File: config.mk
export PLATFORM = sky130hd
export DESIGN_NAME = uart_bus_bridge
export DESIGN_NICKNAME = d
export VERILOG_FILES = /design/src/rtl/uart_bus_bridge_pkg.sv /design/src/rtl/uart_bridge_resp_tx.sv /design/src/rtl/uart_bus_bridge.sv
export SDC_FILE = /design/constraint.sdc
export NUM_CORES = 1
export LEC_CHECK = 0
export ABC_AREA = 1
export CAP_MARGIN = 20
export CORE_UTILIZATION = 30
export CTS_BUF_LIST = sky130_fd_sc_hd__clkbuf_16
export DETAILED_ROUTE_END_ITERATION = 8
export PLACE_DENSITY_LB_ADDON = 0.05
export SYNTH_ARGS = -nofsm -noshare
export SYNTH_HDL_FRONTEND = slang
export SYNTH_SLANG_ARGS = --single-unit
File: constraint.sdc
create_clock -name clk_50m_i -period 2.4 [get_ports clk_50m_i]
set_input_delay 0.48 -clock clk_50m_i [delete_from_list [all_inputs] [get_ports clk_50m_i]]
set_output_delay 0.48 -clock clk_50m_i [all_outputs]
set_load 0.01 [all_outputs]
File: src/rtl/uart_bus_bridge_pkg.sv
// Shared constants and state encoding for the UART-to-bus debug bridge.
package uart_bus_bridge_pkg;

  localparam logic [7:0] OP_WR   = 8'h57;
  localparam logic [7:0] OP_RD   = 8'h52;
  localparam logic [7:0] RSP_OK  = 8'h4B;
  localparam logic [7:0] RSP_ERR = 8'h45;

  typedef enum logic [3:0] {
    StIdle,
    StAddr,
    StWdata,
    StBusWr,
    StBusRd,
    StRdWait,
    StResp,
    StTxSend,
    StTxWait
  } bridge_state_e;

endpackage

File: src/rtl/uart_bridge_resp_tx.sv
// Response shift buffer: emits len bytes MSB first, one per transmitter-idle window.
module uart_bridge_resp_tx
  import uart_bus_bridge_pkg::*;
(
  input  logic        clk_i,
  input  logic        rst_i,
  input  logic        load_i,
  input  logic [2:0]  len_i,
  input  logic [39:0] data_i,
  input  logic        tx_busy_i,
  output logic [7:0]  tx_data_o,
  output logic        tx_valid_o,
  output logic        done_o
);

  bridge_state_e st_q, st_d;
  logic [39:0]   shift_q, shift_d;
  logic [2:0]    left_q, left_d;
  logic          guard_q, guard_d;

  always_ff @(posedge clk_i) begin
    if (rst_i) begin
      st_q    <= StIdle;
      shift_q <= '0;
      left_q  <= '0;
      guard_q <= 1'b0;
    end else begin
      st_q    <= st_d;
      shift_q <= shift_d;
      left_q  <= left_d;
      guard_q <= guard_d;
    end
  end

  always_comb begin
    st_d       = st_q;
    shift_d    = shift_q;
    left_d     = left_q;
    guard_d    = guard_q;
    tx_valid_o = 1'b0;
    tx_data_o  = 8'h00;
    done_o     = 1'b0;
    case (st_q)
      StIdle: begin
        if (load_i) begin
          shift_d = data_i;
          left_d  = len_i;
          st_d    = StTxSend;
        end
      end
      StTxSend: begin
        if (!tx_busy_i) begin
          tx_valid_o = 1'b1;
          tx_data_o  = shift_q[39:32];
          shift_d    = {shift_q[31:0], 8'h00};
          left_d     = left_q - 3'd1;
          guard_d    = 1'b0;
          st_d       = StTxWait;
        end
      end
      StTxWait: begin
        // First cycle is a blind guard so a late-rising tx_busy_i is not missed.
        if (!guard_q) begin
          guard_d = 1'b1;
        end else if (!tx_busy_i) begin
          if (left_q != 3'd0) begin
            st_d = StTxSend;
          end else begin
            done_o = 1'b1;
            st_d   = StIdle;
          end
        end
      end
      default: st_d = StIdle;
    endcase
  end

endmodule

File: src/rtl/uart_bus_bridge.sv
// UART command-frame decoder acting as a single-beat 32-bit bus master.
module uart_bus_bridge
  import uart_bus_bridge_pkg::*;
#(
  parameter int unsigned FRAME_TIMEOUT = 200000,
  parameter int unsigned RD_TIMEOUT    = 1024
) (
  input  logic        clk_50m_i,
  input  logic        rst_i,
  input  logic [7:0]  rx_data_8b_i,
  input  logic        rx_valid_i,
  output logic [7:0]  tx_data_8b_o,
  output logic        tx_valid_o,
  input  logic        tx_busy_i,
  output logic [31:0] addr_32b_o,
  output logic        wren_o,
  output logic        rden_o,
  output logic [31:0] din_32b_o,
  input  logic [31:0] dout_32b_i,
  input  logic        dout_32b_valid_i,
  output logic        bridge_busy_o,
  output logic [7:0]  drop_cnt_8b_o
);

  localparam int unsigned FtW = $clog2(FRAME_TIMEOUT + 1);
  localparam int unsigned RtW = $clog2(RD_TIMEOUT + 1);

  bridge_state_e state_q, state_d;
  logic          is_rd_q, is_rd_d;
  logic [1:0]    cnt_q, cnt_d;
  logic [31:0]   addr_sh_q, addr_sh_d, data_sh_q, data_sh_d;
  logic [31:0]   addr_q, addr_d, din_q, din_d, rdata_q, rdata_d;
  logic          rsp_err_q, rsp_err_d;
  logic [FtW-1:0] ft_q, ft_d;
  logic [RtW-1:0] rt_q, rt_d;
  logic [7:0]    drop_q, drop_d;
  logic          frame_to, drop_inc;
  logic          resp_load, resp_done;
  logic [2:0]    resp_len;
  logic [39:0]   resp_data;

  always_ff @(posedge clk_50m_i) begin
    if (rst_i) begin
      state_q   <= StIdle;
      is_rd_q   <= 1'b0;
      cnt_q     <= '0;
      addr_sh_q <= '0;
      data_sh_q <= '0;
      addr_q    <= '0;
      din_q     <= '0;
      rdata_q   <= '0;
      rsp_err_q <= 1'b0;
      ft_q      <= '0;
      rt_q      <= '0;
      drop_q    <= '0;
    end else begin
      state_q   <= state_d;
      is_rd_q   <= is_rd_d;
      cnt_q     <= cnt_d;
      addr_sh_q <= addr_sh_d;
      data_sh_q <= data_sh_d;
      addr_q    <= addr_d;
      din_q     <= din_d;
      rdata_q   <= rdata_d;
      rsp_err_q <= rsp_err_d;
      ft_q      <= ft_d;
      rt_q      <= rt_d;
      drop_q    <= drop_d;
    end
  end

  assign frame_to = (ft_q == FtW'(FRAME_TIMEOUT - 1));

  always_comb begin
    state_d   = state_q;
    is_rd_d   = is_rd_q;
    cnt_d     = cnt_q;
    addr_sh_d = addr_sh_q;
    data_sh_d = data_sh_q;
    addr_d    = addr_q;
    din_d     = din_q;
    rdata_d   = rdata_q;
    rsp_err_d = rsp_err_q;
    ft_d      = ft_q;
    rt_d      = rt_q;
    drop_d    = drop_q;
    drop_inc  = 1'b0;
    wren_o    = 1'b0;
    rden_o    = 1'b0;
    resp_load = 1'b0;
    case (state_q)
      StIdle: begin
        if (rx_valid_i) begin
          if (rx_data_8b_i == OP_WR || rx_data_8b_i == OP_RD) begin
            is_rd_d = (rx_data_8b_i == OP_RD);
            cnt_d   = '0;
            ft_d    = '0;
            state_d = StAddr;
          end else begin
            rsp_err_d = 1'b1;
            state_d   = StResp;
          end
        end
      end
      StAddr, StWdata: begin
        // Fields assemble in shadow registers so a timed-out frame leaves the bus outputs intact.
        if (frame_to) begin
          drop_inc = rx_valid_i;
          state_d  = StIdle;
        end else if (rx_valid_i) begin
          ft_d  = '0;
          cnt_d = cnt_q + 2'd1;
          if (state_q == StAddr) begin
            addr_sh_d = {addr_sh_q[23:0], rx_data_8b_i};
            if (cnt_q == 2'd3) begin
              if (is_rd_q) begin
                addr_d  = {addr_sh_q[23:0], rx_data_8b_i};
                state_d = StBusRd;
              end else begin
                state_d = StWdata;
              end
            end
          end else begin
            data_sh_d = {data_sh_q[23:0], rx_data_8b_i};
            if (cnt_q == 2'd3) begin
              addr_d  = addr_sh_q;
              din_d   = {data_sh_q[23:0], rx_data_8b_i};
              state_d = StBusWr;
            end
          end
        end else begin
          ft_d = ft_q + FtW'(1);
        end
      end
      StBusWr: begin
        wren_o    = 1'b1;
        rsp_err_d = 1'b0;
        state_d   = StResp;
      end
      StBusRd: begin
        rden_o  = 1'b1;
        rt_d    = '0;
        state_d = StRdWait;
      end
      StRdWait: begin
        if (dout_32b_valid_i) begin
          rdata_d   = dout_32b_i;
          rsp_err_d = 1'b0;
          state_d   = StResp;
        end else if (rt_q == RtW'(RD_TIMEOUT - 1)) begin
          rsp_err_d = 1'b1;
          state_d   = StResp;
        end else begin
          rt_d = rt_q + RtW'(1);
        end
      end
      StResp: begin
        resp_load = 1'b1;
        state_d   = StTxSend;
      end
      StTxSend, StTxWait: begin
        if (resp_done) state_d = StIdle;
      end
      default: state_d = StIdle;
    endcase

    if (rx_valid_i && !(state_q inside {StIdle, StAddr, StWdata})) drop_inc = 1'b1;
    if (drop_inc && drop_q != 8'hFF) drop_d = drop_q + 8'd1;
  end

  assign resp_len  = (!rsp_err_q && is_rd_q) ? 3'd5 : 3'd1;
  assign resp_data = rsp_err_q ? {RSP_ERR, 32'h0} : {RSP_OK, rdata_q};

  uart_bridge_resp_tx u_resp_tx (
    .clk_i      (clk_50m_i),
    .rst_i      (rst_i),
    .load_i     (resp_load),
    .len_i      (resp_len),
    .data_i     (resp_data),
    .tx_busy_i  (tx_busy_i),
    .tx_data_o  (tx_data_8b_o),
    .tx_valid_o (tx_valid_o),
    .done_o     (resp_done)
  );

  assign addr_32b_o    = addr_q;
  assign din_32b_o     = din_q;
  assign drop_cnt_8b_o = drop_q;
  assign bridge_busy_o = (state_q != StIdle);

endmodule

==> flow_results.org, run 1 <==
** GRT
- The first global-routing pass estimated 48850 um of wire.
- Entering global routing, the biggest net connects 86 pins.
- The number of antenna violations at the first check in global routing came to 0.
- Global routing consumed, on the met1 layer, 22.68% of the routing resources.
- M2 GR Usage :: 27.99%
- In the global route stage, overall resource usage came out at 16.68%.
- The layer flagged by global routing as most heavily used is met2.
- Via count of the first global-routing pass :: 9332
- The total overflow left after global routing is 0.
- Global routing used 2.216% of the available met3 tracks.

** Clock tree
- Post CTS Setup Buffer Count :: 0
- For this design, the sink count on the clock tree is 242.
- The clock reaches the later pin of the worst-skew pair after 0.55 ns.
- Root Buffer Master :: sky130_fd_sc_hd__clkbuf_16
- TritonCTS built the clock tree.
- Buffers inserted during clock tree synthesis total 28.
- Clk buf depth :: 3
- CTS built an H-tree with a depth of 1.
- Clock-pin slew was measured on the worst setup and hold paths at 0.06 ns.

** Power and ir drop
- For this design the static power due to leakage is 0.004700 uW.
- Reported net switching power :: 3602 uW
- Cell-internal power :: 7557 uW
- The clock network accounts for 36.1% of the total power.
- Sequential power share :: 42.0%
- Peak ir drop on the vdd network :: 695.8 uV
- Net switching is 32.28% of the power.
- Combinational share of power :: 21.9%
- Power density over the cells :: 844.8 nW/um2

** Finish
- Highest-count cells in the layout ignoring fill and taps :: sky130_fd_sc_hd__nand2_1 (387), sky130_fd_sc_hd__dfxtp_1 (239), sky130_fd_sc_hd__a21oi_1 (203)
- The sequential cells in the finished layout cover a total of 4853 um2.
- Synth-to-Final Area Change :: 26.92%
- Filler cell count in the final layout :: 3689
- Area occupied by multi-input gates :: 4796 um2
- Leaving out fill and tap cells, the most frequent cell in the layout is sky130_fd_sc_hd__nand2_1.
- Proportion of layout cells with a drive suffix above 1 :: 8.528%
- # diodes :: 0
- Net count of the finished layout :: 1614

** Routing
- The first routing iteration left 580 violations.
- After detailed routing, the average wire length per cell comes to 14.56 um.
- Routed wire length :: 29580 um
- Post-DRT Antenna Nets :: 0
- In the routed layout, each cell is associated on average with a via count of 4.714.
- The routed layout has 9574 vias.
- The first TritonRoute pass finished after 5 iterations.
- Residual DRC :: 0

** Placed design
- Once detailed placement completed, the half-perimeter wirelength came to 19920 um.
- Post-placement setup slack :: 0.01168 ns
- In this run the tool buffered the top-level ports with 128 buffer cells.
- The congestion estimate from routability-driven global placement came to 0.7893.

** Status
- The run finished with clean final reports.

** Timing
- The number of slew-limit violations in the final report was 0.
- Sum of negative setup slack :: 0 ns
- Achievable frequency :: 428.8 MHz
- The count of final hold-check violations is 0.
- Setup violations remaining at the end of the flow were counted as 0.
- Dividing the final minimum period by the clock period gives 97.17%.
- Crit path time final :: 2.332 ns
- For the pin with the worst max-slew slack, the measured transition is 0.6306 ns.
- Worst slew margin relative to its limit :: 57.86%
- Setup repair after global routing left no endpoint under its margin.
- Skew final :: 0.01269 ns
- The worst path meets setup with 0.06786 ns of slack.

** Worst setup path
- The worst setup path is launched from an input pin.
- Worst endpoint data arrival time :: 1.85 ns
- Endpoint kind of the worst setup timing path :: primary output
- Worst path required time :: 1.92 ns
- Type of the setup path with the least slack :: in -> out
- Largest fanout on the critical path :: 4

** Hold path
- The path class of the tightest hold or removal check is in -> reg.

** Logic synthesis
- In this run the biggest area consumer among cell types represents 46.55% of the synthesized area.
- Number of warning messages in the yosys log :: 0
- For this run, the leading register cell type out of synthesis is sky130_fd_sc_hd__dfxtp_1.
- Counting flops with a built-in enable in the synthesized netlist gives 0.
- In this run the cell area of the synthesized design comes to 10410 um2.
- Count of cell types in the netlist :: 42
- For this run, the register share of the synthesized area comes to 46.55%.
- Flop and latch count out of synthesis :: 242
- After synthesis, the cell types taking the most area are sky130_fd_sc_hd__dfxtp_1 (47%), sky130_fd_sc_hd__nand2_1 (14%), sky130_fd_sc_hd__a21oi_1 (9.8%).
- Share of synthesized flip-flops with an asynchronous set or reset :: 0%
- Average footprint of a synthesized cell :: 7.248 um2
- Synthesis handed over a netlist of 1436 instances.
- Summed over all instances, the cell type with the most area after synthesis is sky130_fd_sc_hd__dfxtp_1.
- Synthesized netlist net count :: 1487

** Floorplan
- From left edge to right edge, the die measures 188.3 um.
- Effective utilization at floorplan :: 30.73%
- Die area :: 35440 um2
- Height of the chip :: 188.3 um
- Total I/O pin count :: 129
- The floorplan has 67 rows.
- Core Box Area :: 33870 um2

** Flow run
- The tool flagged a number of max-cap violations equal to 0.
[layer usage]
layer	share of wire, %	vias up
met5	0	-
met4	1.9	0
met3	3.0	33
met2	46	133
met1	49	4382
li1	-	5026
[path summary, 6_finish.rpt]
check / start / to / slack (ns) / cells after the start
setup reg to reg: ft_q[0] / addr_32b_o[6] / 0.35 / 10
setup / recovery: tx_busy_i / tx_data_8b_o[2] / 0.07 / 6
hold / removal: rst_i / rt_q[10] / 0.38 / 4
hold reg to reg: addr_32b_o[5] / addr_32b_o[5] / 0.46 / 2
[area by class of cell]
class,instances,area share (%)
clock buffers,28,5.305
clock inverters,22,1.203
multi-input cells,1017,36.31
well taps,448,4.244
inverters,89,2.548
repair buffers,185,13.65
flip-flops and latches,242,36.74
[sequential cells by signal, summed over array words and instances, names as in the netlist, 8 cells and up]
name               count
ft_q                  18
rdata_q               32
data_sh_q             24
u_resp_tx.shift_q     40
din_32b_o             32
addr_sh_q             32
addr_32b_o            32
rt_q                  11
drop_cnt_8b_o          8
[stage by stage]
stage                     hold WS, ns  area, um2  cells  util, %  power [uW]
after floorplan                0.4322      10410   1436        -        6357
after global placement         0.4499      12330   1981    36.40        7250
after detailed placement       0.4544      12330   1981    36.40        7246
after CTS                      0.3635      13190   2031    38.95       11340
after global routing           0.3958      13210   2031    39.00       11850
final                          0.3835      13210   2031    39.00       11160
[timing repair]
action,4_1_cts,5_1_grt
hold buffers,0,0
endpoints found under the setup margin,6,9
gates resized for setup,12,9
[cell families (layout without fill, tap and decap cells)]
| kind of cell | after synthesis | after routing | share of synthesized area (%) |
|---|---|---|---|
| buffers and inverters | 177 | 324 | 7.417 |
| AND/OR/NAND/NOR | 655 | 655 | 27.09 |
| AO/OA/AOI/OAI | 347 | 347 | 17.47 |
| flip-flops | 242 | 242 | 46.55 |
| XOR/XNOR | 9 | 9 | 0.7574 |
| adder cells (fa/ha/maj) | 6 | 6 | 0.7213 |
[critical path: stages]
cell	delay [ns]
sky130_fd_sc_hd__clkdlybuf4s50_1	0.47
sky130_fd_sc_hd__inv_2	0.11
sky130_fd_sc_hd__buf_12	0.11
sky130_fd_sc_hd__nand2_1	0.04
sky130_fd_sc_hd__nor2_1	0.09
sky130_fd_sc_hd__clkdlybuf4s50_1	0.54
[cells in the mapped netlist (7+ instances only)]
cell type	count
sky130_fd_sc_hd__inv_1	79
sky130_fd_sc_hd__xor2_1	7
sky130_fd_sc_hd__nand3_1	130
sky130_fd_sc_hd__buf_2	26
sky130_fd_sc_hd__a31oi_1	26
sky130_fd_sc_hd__nand4_1	15
sky130_fd_sc_hd__buf_6	7
sky130_fd_sc_hd__o21ai_0	98
sky130_fd_sc_hd__nand2_1	387
sky130_fd_sc_hd__clkbuf_1	45
sky130_fd_sc_hd__inv_2	9
sky130_fd_sc_hd__nor3_1	12
sky130_fd_sc_hd__dfxtp_1	242
sky130_fd_sc_hd__nor2_1	85
sky130_fd_sc_hd__a21oi_1	203
[power groups by stage]
stage                     clock network, uW  logic, uW  registers (uW)
after floorplan                           0       1690            4670
after global placement                    0       2490            4760
after detailed placement                  0       2480            4770
after CTS                              4160       2480            4690
after global routing                   4340       2770            4740
final                                  4030       2440            4690
(Power assumes the default switching activity.)
==> inputs of run 2 (changes only) <==
==> constraint.sdc (replaced) <==
create_clock -name clk_50m_i -period 2.4 [get_ports clk_50m_i]
set_input_delay 0.6 -clock clk_50m_i [delete_from_list [all_inputs] [get_ports clk_50m_i]]
set_output_delay 0.6 -clock clk_50m_i [all_outputs]
set_load 0.01 [all_outputs]
==> flow_results.org, run 2 (synthesis gave the netlist of run 1 again) <==
** Status
- Status :: completed

** Timing
- Crit path time final :: 2.325 ns
- Derived from the worst setup path, the maximum achievable clock frequency is 430.2 MHz.
- Fin. Hold Viols :: 0
- Setup repair after global routing left no endpoint under its margin.
- Pins over their slew limit :: 0
- Worst slew margin relative to its limit :: 57.50%
- Min setup slack post-route :: 0.07537 ns
- Period utilisation layout :: 96.86%
- Skew final :: 0.02815 ns
- For the pin with the worst max-slew slack, the measured transition is 0.6376 ns.
- Setup violations remaining at the end of the flow were counted as 0.

** Floorplan
- In this run the horizontal extent of the chip is 188.3 um.
- Number of placement rows :: 67
- Die area :: 35440 um2
- Effective utilization at floorplan :: 30.73%
- The core region is 33870 um2.
- Height of the chip :: 188.3 um
- 129 I/O pins were placed.

** Routing
- Routed vias :: 9640
- DR vias/cell :: 4.721
- Number of design-rule violations left by the first detailed-router iteration :: 475
- Routed length on met3 :: 1120 um
- The first detailed-routing pass ran for 5 iterations.
- Dividing the detail-routed wire length by the instance count gives 14.55 um.
- The detailed router put a total of 14590 um of wire on met1.
- Routed wire length :: 29710 um
- Signal routing reaches up to met4.
- Met2 WL :: 13550 um
- Residual DRC :: 0
- Post-DRT Antenna Nets :: 0

** Power and ir drop
- Summed over all nets, the switching power comes to 3694 uW.
- IR analysis of the VDD net gives a maximum drop of 596.7 uV.
- In this run the static leakage power is 0.004712 uW.
- Net switching is 32.49% of the power.
- Cell-internal power :: 7676 uW
- Fraction of power consumed by the clock network :: 36.1%
- Sequential power share :: 41.3%
- Combinational share of power :: 22.7%
- Power spread over the standard cell area amounts to 852.3 nW/um2.
- Total power for the finished layout comes to 11370 uW.

** Clock tree
- Insertion delay to the later sink of the worst-skew pair :: 0.56 ns
- Buffers inserted to repair hold after CTS numbered 0.
- TritonCTS built the clock tree.
- TritonCTS created 28 clock buffers.
- The root buffer cell chosen for the clock tree is sky130_fd_sc_hd__clkbuf_16.
- Clk buf depth :: 3
- Clock slew at reported path FFs :: 0.05 ns
- CTS built an H-tree with a depth of 1.
- Once the clock tree was built, the setup fixing pass inserted 0 buffers.
- The clock drives 242 sinks.

** GRT
- Aggregate global routing overflow :: 0
- The via count of the first global-routing pass was 9207.
- Tot GR Track Use :: 16.58%
- Entering global routing, the biggest net connects 107 pins.
- The first global-routing pass estimated 48780 um of wire.
- The number of antenna violations at the first check in global routing is 0.

** Placed design
- The number of placed instances, taps included, is 1992.
- Timing analysis after detailed placement gives a worst setup slack of -0.2393 ns.
- Port bufs :: 128
- Post-DP HPWL :: 20110 um
- At the end of routability-driven placement, the weighted congestion stood at 0.7936.

** Worst setup path
- Worst reg2reg setup slack :: 0.29 ns
- The worst register-to-register path has a depth of 10.
- Reg-to-reg endpoint :: addr_32b_o[25]
- The worst setup path is launched from an input pin.
- Largest fanout on the critical path :: 4
- The setup path with the least slack is of type in -> out.
- The slowest stage of the critical path belongs to the cell sky130_fd_sc_hd__clkdlybuf4s50_1.
- Cell chain of the critical path :: clkdlybuf4s50_1 -> inv_2 -> buf_12 -> nand2_1 -> nor2_1 -> dlygate4sd2_1
- For the worst setup path, the data arrival time is 1.72 ns.
- The worst register-to-register path begins at ft_q[0].
- For this run, the slowest stage of the critical path takes 0.54 ns.
- The critical path ends at tx_data_8b_o[1].
- The most critical setup path has its startpoint at tx_busy_i.
- Endpoint kind of the worst setup timing path :: primary output
- At the worst endpoint, the required time is 1.80 ns.

** Finish
- Synth-to-Final Area Change :: 28.18%
- Most common library cell in the layout ignoring fill and taps :: sky130_fd_sc_hd__nand2_1
- Measured on the finished design, the core utilization comes to 39.39%.
- Highest-count cells in the layout ignoring fill and taps :: sky130_fd_sc_hd__nand2_1 (387), sky130_fd_sc_hd__dfxtp_1 (239), sky130_fd_sc_hd__a21oi_1 (203)
- # diodes :: 0
- Proportion of layout cells with a drive suffix above 1 :: 10.10%
- Final cell count without fillers :: 2042
- The net count of the finished layout is 1625.
- Reg with most FFs :: u_resp_tx.shift_q
- Number of flip-flops in the largest register :: 40

** Flow run
- Max-cap violations in this run came to 0.

** Hold path
- Classification of the worst-slack hold path :: in -> reg
-- run 2: worst min path at each step --
stage / startpoint / to / slack [ns] / cells after the start
6_report: rst_i / rt_q[10] / 0.44 / 4
3_5_place_dp: addr_32b_o[16] / addr_32b_o[16] / 0.45 / 2
4_1_cts: rst_i / rt_q[1] / 0.41 / 4
5_1_grt: rst_i / rt_q[10] / 0.45 / 4
2_1_floorplan: cnt_q[1] / cnt_q[1] / 0.43 / 2
3_3_place_gp: cnt_q[1] / cnt_q[1] / 0.45 / 2
-- run 2: critical path, delay by kind of cell --
family                 cells  cell delay (ns)
buffers and inverters      4             1.02
and+or+nand+nor            2             0.09
-- run 2: stage by stage --
step	hold WS, ns	instance area [um2]	setup TNS, ns
CTS	0.4140	13350	0
global placement	0.4485	12450	-2.289
floorplan	0.4322	10410	0
global route	0.4508	13340	0
finish	0.4373	13340	0
detailed placement	0.4534	12450	-2.577
-- run 2: routing by layer --
metal / track usage, % / vias to the layer above
met5: 0 / -
met4: 3.471 / 0
met3: 2.459 / 32
met2: 27.31 / 151
met1: 22.88 / 4417
li1: - / 5040
-- run 2: power groups by stage --
stage	combinational (uW)	clock [uW]	sequential, uW
after global routing	2910	4420	4740
after CTS	2630	4260	4690
after floorplan	1690	0	4670
final	2580	4100	4690
after global placement	2610	0	4760
after detailed placement	2620	0	4760
-- run 2: layout make-up --
type	instances	area, um2
Clock buffer	28	700.7
Clock inverter	22	185.2
Fill cell	3618	20530
Inverter	89	334.1
Multi-Input combinational cell	1017	4816
Sequential cell	242	4851
Tap cell	448	560.5
Timing Repair Buffer	196	1893
-- run 2: timing repair --
action / 4_1_cts / 5_1_grt
resized for setup: 25 / 4
pin swaps: 0 / 0
endpoints found under the setup margin: 12 / 3
